`config.mk`:
```
export PLATFORM = sky130hd
export DESIGN_NAME = axis_spi_adc_multich
export DESIGN_NICKNAME = d
export VERILOG_FILES = /design/src/rtl/axis_spi_adc_multich.sv
export SDC_FILE = /design/constraint.sdc
export NUM_CORES = 1
export LEC_CHECK = 0
export BUFFER_PORTS_ARGS = -buffer_cell sky130_fd_sc_hd__buf_2
export CAP_MARGIN = 0
export CORE_MARGIN = 2
export CORE_UTILIZATION = 45
export DETAILED_ROUTE_END_ITERATION = 10
export GPL_TIMING_DRIVEN = 0
export PLACE_DENSITY = 0.72
export SLEW_MARGIN = 20
export SYNTH_ARGS = -nofsm -noshare
export SYNTH_HDL_FRONTEND = slang
export SYNTH_SLANG_ARGS = --single-unit
export TNS_END_PERCENT = 10
```
`constraint.sdc`:
```
create_clock -name clk -period 4.7 [get_ports clk]
set_input_delay 0.235 -clock clk [delete_from_list [all_inputs] [get_ports clk]]
set_output_delay 0.235 -clock clk [all_outputs]
set_load 0.03 [all_outputs]
```
`src/rtl/axis_spi_adc_multich.sv`:
```
// Multi-channel SPI ADC reader: shared cs_n/sclk, one miso per channel, and each
// captured frame is emitted as an NUM_CH-beat AXI-Stream packet.
module axis_spi_adc_multich #(
  parameter int DATA_W   = 16,
  parameter int NUM_CH   = 2,
  parameter int CLK_DIV  = 10,
  parameter int CONV_CYC = 30
) (
  input  logic              clk,
  input  logic              resetn,
  input  logic              enable,
  input  logic [NUM_CH-1:0] miso,
  output logic              cs_n,
  output logic              sclk,
  output logic [DATA_W-1:0] m_axis_tdata,
  output logic              m_axis_tvalid,
  input  logic              m_axis_tready,
  output logic              m_axis_tlast,
  output logic [3:0]        m_axis_tuser,
  output logic [15:0]       overrun_cnt,
  output logic [15:0]       frame_cnt
);

  localparam int CNT_MAX = (CONV_CYC > CLK_DIV) ? CONV_CYC : CLK_DIV;
  localparam int CNT_W   = $clog2(CNT_MAX + 1);
  localparam int HALF_N  = 2 * DATA_W;
  localparam int HALF_W  = $clog2(HALF_N + 1);

  localparam logic [CNT_W-1:0]  CONV_LAST = CNT_W'(CONV_CYC - 1);
  localparam logic [CNT_W-1:0]  DIV_LAST  = CNT_W'(CLK_DIV - 1);
  localparam logic [HALF_W-1:0] HALF_LAST = HALF_W'(HALF_N - 1);
  localparam logic [3:0]        LAST_IDX  = 4'(NUM_CH - 1);

  typedef enum logic [1:0] {
    IDLE,
    CONV,
    SHIFT,
    LOAD
  } state_t;

  state_t             state_q, state_d;
  logic [CNT_W-1:0]   cnt_q, cnt_d;
  logic [HALF_W-1:0]  half_q, half_d;
  logic               sclk_q, sclk_d;
  logic               cs_n_q, cs_n_d;
  logic               sample_en;

  logic [DATA_W-1:0]  sr_q  [NUM_CH];
  logic [DATA_W-1:0]  buf_q [NUM_CH];
  logic               full_q;
  logic [3:0]         idx_q;
  logic [15:0]        ovr_q;
  logic [15:0]        frm_q;

  logic               beat_done;
  logic               last_done;
  logic               buf_free;
  logic               in_load;
  logic               load_ok;

  // cnt_q times CONV and each sclk half-period; half_q counts half-periods in SHIFT.
  always_comb begin
    state_d   = state_q;
    cnt_d     = cnt_q;
    half_d    = half_q;
    sclk_d    = sclk_q;
    sample_en = 1'b0;
    case (state_q)
      IDLE: begin
        cnt_d  = '0;
        half_d = '0;
        sclk_d = 1'b0;
        if (enable) state_d = CONV;
      end
      CONV: begin
        if (cnt_q == CONV_LAST) begin
          cnt_d   = '0;
          state_d = SHIFT;
        end else begin
          cnt_d = cnt_q + 1'b1;
        end
      end
      SHIFT: begin
        if (cnt_q == DIV_LAST) begin
          cnt_d     = '0;
          sclk_d    = ~sclk_q;
          sample_en = ~sclk_q;
          if (half_q == HALF_LAST) begin
            half_d  = '0;
            state_d = LOAD;
          end else begin
            half_d = half_q + 1'b1;
          end
        end else begin
          cnt_d = cnt_q + 1'b1;
        end
      end
      LOAD: begin
        cnt_d   = '0;
        half_d  = '0;
        sclk_d  = 1'b0;
        state_d = enable ? CONV : IDLE;
      end
      default: begin
        state_d = IDLE;
      end
    endcase
    cs_n_d = (state_d != SHIFT);
  end

  always_ff @(posedge clk) begin
    if (!resetn) begin
      state_q <= IDLE;
      cnt_q   <= '0;
      half_q  <= '0;
      sclk_q  <= 1'b0;
      cs_n_q  <= 1'b1;
    end else begin
      state_q <= state_d;
      cnt_q   <= cnt_d;
      half_q  <= half_d;
      sclk_q  <= sclk_d;
      cs_n_q  <= cs_n_d;
    end
  end

  always_ff @(posedge clk) begin
    if (!resetn) begin
      for (int i = 0; i < NUM_CH; i++) sr_q[i] <= '0;
    end else if (sample_en) begin
      for (int i = 0; i < NUM_CH; i++) sr_q[i] <= {sr_q[i][DATA_W-2:0], miso[i]};
    end
  end

  // A final-beat handshake frees the buffer in the same cycle, so a coincident LOAD is accepted.
  assign beat_done = full_q & m_axis_tready;
  assign last_done = beat_done & (idx_q == LAST_IDX);
  assign buf_free  = ~full_q | last_done;
  assign in_load   = (state_q == LOAD);
  assign load_ok   = in_load & buf_free;

  always_ff @(posedge clk) begin
    if (!resetn) begin
      for (int k = 0; k < NUM_CH; k++) buf_q[k] <= '0;
      full_q <= 1'b0;
      idx_q  <= '0;
      ovr_q  <= '0;
      frm_q  <= '0;
    end else begin
      if (load_ok) begin
        for (int k = 0; k < NUM_CH; k++) buf_q[k] <= sr_q[k];
        full_q <= 1'b1;
        idx_q  <= '0;
        frm_q  <= frm_q + 1'b1;
      end else if (last_done) begin
        full_q <= 1'b0;
        idx_q  <= '0;
      end else if (beat_done) begin
        idx_q <= idx_q + 1'b1;
      end
      if (in_load && !buf_free && (ovr_q != 16'hFFFF)) begin
        ovr_q <= ovr_q + 1'b1;
      end
    end
  end

  always_comb begin
    m_axis_tdata = '0;
    for (int k = 0; k < NUM_CH; k++) begin
      if (idx_q == 4'(k)) m_axis_tdata = buf_q[k];
    end
  end

  assign cs_n          = cs_n_q;
  assign sclk          = sclk_q;
  assign m_axis_tvalid = full_q;
  assign m_axis_tuser  = idx_q;
  assign m_axis_tlast  = full_q & (idx_q == LAST_IDX);
  assign overrun_cnt   = ovr_q;
  assign frame_cnt     = frm_q;

endmodule

```
==> reports/qor.csv, run 1 <==
metric,value,unit
CP Max Fanout,10,
H-tree Lvls,4,
reg-to-reg startpoint,m_axis_tuser[0]$_SDFFE_PP0N_,
asr flop ratio synth,0,%
Routed Antenna Nets,0,
CP top delay family,buffers and inverters,
register area share after synthesis,56.77,%
Max Fclk,333.7,MHz
worst-margin pin slew,0.7808,ns
clk root buf,clkbuf_16,
"Buf+Inv Stages, Crit Path",3,
Netlist cell types,50,
vias in the first global route,3759,
DRC,0,
"Cell Chain, Critical Path","inv_1, ha_1, nor4b_2, clkbuf_1, a22o_1, buf_2",
Post-DP Area,0.005759,mm²
Post-CTS Setup Inserts,0,
count of final setup violators,0,
clock sink count,116,
core box area,0.01137,mm²
Ys Warns,0,
routed len/inst,15.19,µm
GR Overflow Total,0,
most frequent cells in the layout,"and2_1, buf_2, edfxtp_1",
Slew headroom,47.81,%
post-synthesis cell area,0.005219,mm²
CP Data Arrival Time,2.76,ns
Longest Clk Path Bufs,2,
first-pass GRT wire length,18120,µm
final worst-path cycle share,63.75,%
n_diodes,0,
Ports,62,
leak pwr,2.373,nW
syn_nets,497,
Clock Skews,0.01039,ns
Syn Area/Cell,10.90,µm²
die extent in y,111.7,µm
"EDFF count, synth",64,
Tmin final,2.996,ns
CP Capture Type,output port,
Die X,111.7,µm
Worst-path clk slew,0.06,ns
Hold Slack,0.1002,ns
Total Nets Final,578,
Syn Inst Count,479,
Final Wtd Congestion,0.8002,
pin count of the biggest net entering global routing,29,
layout cells sized above 1,17.80,%
startpoint types,register,
Crit Path Class,reg -> out,
Worst R2R End,buf_q[0][24]$_SDFFCE_PN0P_,
"Design Area, Final",0.006346,mm²
R2R depth,6,
Setup crit start,m_axis_tuser[1]$_SDFFE_PP0N_,
critical path depth,6,
Synth Register Bits,116,
max-cap viol count,0,
Row Count,39,
maximum vdd drop,0.0003774,V
ys flop type,edfxtp_1,
Hold Path Cell Cnt,2,
number of fill cells,938,
final hold vios,0,
number of antenna violations at the first check in global routing,0,
vias after detailed routing,3906,
Worst path max stage delay,0.67,ns
total CTS buffers,17,
Worst EP required,4.47,ns
Starting Density,45.90,%
"most common cell after layout, fill and taps aside",and2_1,
Via-to-Cell Ratio,5.455,
overall routing resource usage,18.20,%
TritonRoute pass-1 iters,4,
P&R area growth vs syn,21.60,%
Setup crit end,m_axis_tdata[13],
Pwr Total,0.002452,W
Routed Wire Length,10880,µm
# port buffers,60,
RSZ-0062 raised after global routing,false,
total die area,0.01247,mm²
worst min path class,in -> reg,
DP Cell Count,684,
CTS Hold Bufs,0,
pwr dens,386.3,mW/mm²
1st-iter DRT viols,403,
CTS tree,built,
Post-Layout Cell Count,716,
CTS resizes,0,
FF-to-FF setup slack,2.32,ns
slowest CP cell,nor4b_2,
Max Slew Vio Count,0,
status,"complete, no violations",
Skew-Pair Late Insertion Delay,0.41,ns
Detailed Place HPWL,7450,µm
-- worst min path at each step --
stage / slack (ns) / startpoint / to
2_1_floorplan: 0.43 / enable / state_q[1]$_SDFF_PN0_
5_1_grt: 0.09 / miso[0] / sr_q[0][0]$_SDFFCE_PN0P_
3_3_place_gp: 0.45 / cnt_q[0]$_SDFF_PN0_ / cnt_q[0]$_SDFF_PN0_
4_1_cts: 0.09 / miso[0] / sr_q[0][0]$_SDFFCE_PN0P_
3_5_place_dp: 0.46 / cnt_q[0]$_SDFF_PN0_ / cnt_q[0]$_SDFF_PN0_
6_report: 0.10 / miso[0] / sr_q[0][0]$_SDFFCE_PN0P_
-- per-stage QoR --
stage	setup TNS [ns]	setup WS [ns]	utilization, %
after floorplan	0	1.042	-
after global placement	-4.254	-0.1343	50.12
after detailed placement	0	2.133	50.65
after CTS	0	1.688	55.82
after global routing	0	1.531	55.82
final	0	1.704	55.82
-- layer usage --
metal / GRT usage, % / share of wire, % / vias to the layer above
li1: - / - / 1921
met1: 22.53 / 44 / 1875
met2: 30.42 / 50 / 98
met3: 5.825 / 4.9 / 12
met4: 5.761 / 0.94 / 0
met5: 0 / 0 / -
-- flip-flops by register name, summed over array words and instances (netlist names) --
signal / cells
sr_q: 32
cnt_q: 5
buf_q: 32
state_q: 2
overrun_cnt: 16
half_q: 6
m_axis_tvalid: 1
sclk: 1
m_axis_tuser: 4
cs_n: 1
frame_cnt: 16
-- power breakdown --
group / switching (W) / internal (W)
registers: 0.0000115 / 0.00110
clock network: 0.000455 / 0.000807
logic: 0.0000561 / 0.0000246
-- final cells by class --
| cell class | instances | area [µm²] | share of cell area, % |
|---|---|---|---|
| Multi-Input combinational cell | 324 | 2118 | 33.38 |
| Tap cell | 143 | 178.9 | 2.819 |
| Timing Repair Buffer | 62 | 347.8 | 5.481 |
| Buffer | 23 | 91.34 | 1.439 |
| Clock inverter | 12 | 130.1 | 2.050 |
| Inverter | 16 | 60.06 | 0.9464 |
| Sequential cell | 116 | 2963 | 46.69 |
| Clock buffer | 20 | 456.7 | 7.196 |
-- cells in the mapped netlist (all sizes together) (2+ instances only) --
cell type / count / area [µm²]
o21ai: 12 / 60.05
nand3: 16 / 80.08
mux2i: 12 / 120.1
nand2: 36 / 135.1
or4: 9 / 67.56
clkbuf: 18 / 67.56
and3: 2 / 12.51
buf: 5 / 23.77
o21a: 2 / 15.01
nor2: 19 / 71.32
nand4bb: 2 / 22.52
a21o: 3 / 22.52
or3: 9 / 56.30
xor2: 4 / 35.03
and2: 68 / 425.4
edfxtp: 64 / 1922
o211ai: 2 / 15.01
xnor2: 5 / 43.79
ha: 12 / 150.1
o31ai: 11 / 82.58
inv: 16 / 60.06
and4: 3 / 26.28
nor4b: 2 / 23.77
a21oi: 28 / 140.1
dfxtp: 52 / 1041
nor4: 4 / 25.02
a22o: 16 / 140.1
nand4: 10 / 62.56
nor3b: 2 / 15.01
nor3: 8 / 40.04
a2111oi: 2 / 17.52
a211oi: 3 / 22.52
nand2b: 8 / 50.05
-- logic make-up after synthesis --
| kind of cell | synth area share [%] |
|---|---|
| multiplexers | 2.517 |
| flip-flops | 56.77 |
| AO/OA/AOI/OAI | 11.36 |
| buffers and inverters | 2.901 |
| adder cells (fa/ha/maj) | 2.877 |
| AND/OR/NAND/NOR | 22.06 |
| XOR/XNOR | 1.510 |
No activity file was read; power rests on OpenSTA's default activity.
==> run 2, diff against run 1 <==
clock period = 3 ns   (was 4.7 ns; I/O delays follow)
==> run 2 against run 1 <==
  * Utilization increased by 0.30 points
  * Die area unchanged
  * Critical path depth unchanged
  * Non-clock buffer count unchanged
  * Count of clock-buffer cells in the layout increased by 3
  * Power increased by 60%
  * Clock power increased by 63%
  * First-iteration DRC count decreased by 40%
  * Clock skew decreased by 0.0036 ns
  * Flip-flop and latch count unchanged
  * Worst hold slack got worse by 0.076 ns
  * Critical path type unchanged
  * Largest power group unchanged
==> reports/qor.csv, run 2 (synthesized netlist as in run 1, its figures left out) <==
metric,value,unit,change
DP Cell Count,684,,unchanged
Routed Wire Length,11140,µm,+2.4%
vias in the first global route,3885,,+3.4%
final worst-path cycle share,90.13,%,
Row Count,39,,unchanged
final core utilization,56.11,%,+0.30 points
Slew headroom,53.11,%,+5.3 points
number of antenna violations at the first check in global routing,0,,unchanged
pwr dens,614.9,mW/mm²,+59%
Final Wtd Congestion,0.8071,,+0.86%
CP top delay family,buffers and inverters,,
DRC,0,,unchanged
Tmin final,2.704,ns,
Top Registers,"buf_q (32), sr_q (32)",,
Max Slew Vio Count,0,,unchanged
Ports,62,,unchanged
Clock Skews,0.006816,ns,-0.003574 ns
die extent in y,111.7,µm,unchanged
Reg power frac,44.3,%,-0.9 points
final hold vios,0,,unchanged
maximum vdd drop,0.0004407,V,+17%
1st-iter DRT viols,240,,-40%
Skew-Pair Late Insertion Delay,0.41,ns,about the same
TritonRoute pass-1 iters,7,,+3
CP Data Arrival Time,2.55,ns,-0.21 ns
Crit Path Class,reg -> out,,
Final WS setup,0.2960,ns,-1.408 ns
"Buf+Inv Stages, Crit Path",3,,unchanged
Max Fclk,369.8,MHz,
Longest Clk Path Bufs,2,,unchanged
Worst-path clk slew,0.05,ns,about the same
Die X,111.7,µm,unchanged
pre-CTS WS,0.5358,ns,-1.597 ns
core box area,0.01137,mm²,unchanged
layout cells sized above 1,17.45,%,-0.35 points
worst-margin pin slew,0.6980,ns,-0.08281 ns
"most common cell after layout, fill and taps aside",and2_1,,
GR Overflow Total,0,,unchanged
sw frac,20.30,%,-0.99 points
startpoint types,register,,
pin count of the biggest net entering global routing,23,,-21%
Starting Density,45.90,%,unchanged
H-tree Lvls,4,,unchanged
internal power,0.003126,W,+62%
overall routing resource usage,18.58,%,+0.38 points
count of final setup violators,0,,unchanged
routed len/inst,15.55,µm,+2.4%
leak pwr,2.400,nW,+1.1%
RSZ-0062 raised after global routing,false,,
status,"complete, no violations",,
worst min path class,in -> reg,,
n_diodes,0,,unchanged
total CTS buffers,17,,unchanged
Routed Antenna Nets,0,,unchanged
switching pwr,0.0007965,W,+53%
vias after detailed routing,3963,,+1.5%
clk root buf,clkbuf_16,,
slowest CP cell,clkbuf_1,,
Worst EP required,2.85,ns,-1.62 ns
Pwr Total,0.003923,W,+60%
first-pass GRT wire length,18570,µm,+2.5%
# port buffers,60,,unchanged
"Cell Chain, Critical Path","inv_1, ha_1, nor4b_4, clkbuf_1, a22o_1, buf_2",,
CP Max Fanout,10,,unchanged
P&R area growth vs syn,22.25,%,
Post-Layout Cell Count,716,,unchanged
CTS tree,built,,
CP Capture Type,output port,,
max-cap viol count,0,,unchanged
clock sink count,116,,unchanged
FF-to-FF setup slack,0.58,ns,-1.74 ns
Detailed Place HPWL,7442,µm,-0.10%
Via-to-Cell Ratio,5.535,,+1.5%
Worst path max stage delay,0.48,ns,-0.19 ns
Total Nets Final,578,,unchanged
total die area,0.01247,mm²,unchanged
most frequent cells in the layout,"and2_1, buf_2, edfxtp_1",,
clock power share,52.4,%,+0.9 points
Logic pwr share,3.3,%,about the same
[run 2: power groups by stage]
| stage | clock network (W) | registers, W | logic [W] |
|---|---|---|---|
| after floorplan | 0 | 0.00176 | 0.0000823 |
| after global placement | 0 | 0.00177 | 0.000115 |
| after detailed placement | 0 | 0.00177 | 0.000128 |
| after CTS | 0.00208 | 0.00174 | 0.000129 |
| after global routing | 0.00215 | 0.00174 | 0.000139 |
| final | 0.00206 | 0.00174 | 0.000128 |
[run 2: path summary, 6_finish.rpt]
check,cells after the start,from,end
hold reg to reg,1,cnt_q[0]$_SDFF_PN0_,cnt_q[0]$_SDFF_PN0_
setup / recovery,6,m_axis_tuser[1]$_SDFFE_PP0N_,m_axis_tdata[13]
setup reg to reg,6,m_axis_tuser[0]$_SDFFE_PP0N_,buf_q[0][2]$_SDFFCE_PN0P_
hold / removal,2,miso[1],sr_q[0][16]$_SDFFCE_PN0P_
[run 2: per-stage QoR]
step	setup TNS (ns)	hold WS [ns]	area, µm²
after floorplan	0	0.3481	5219
after global placement	-17.47	0.4322	5698
after detailed placement	0	0.4342	5767
after CTS	0	0.005877	6371
after global routing	0	0.02349	6380
final	0	0.02381	6380
[run 2: timing repair]
item	in CTS	in global routing
endpoints found under the setup margin	0	10
hold buffers	0	0
gates resized for setup	0	1
setup buffers	0	0
[run 2: final cells by class]
class	count	area (µm²)
fill	974	4990
sequential	116	2963
clock inverter	9	126.4
buffer	23	91.34
inverter	16	60.06
timing repair buffer	62	355.3
clock buffer	23	478.0
multi-input combinational	324	2127
tap	143	178.9
[run 2: per-layer routing]
layer | vias up | track usage, % | wire (µm)
li1 | 1914 | - | -
met1 | 1902 | 22.41 | 4770
met2 | 125 | 31.19 | 5442
met3 | 22 | 5.825 | 705
met4 | 0 | 7.160 | 217
met5 | - | 0 | 0
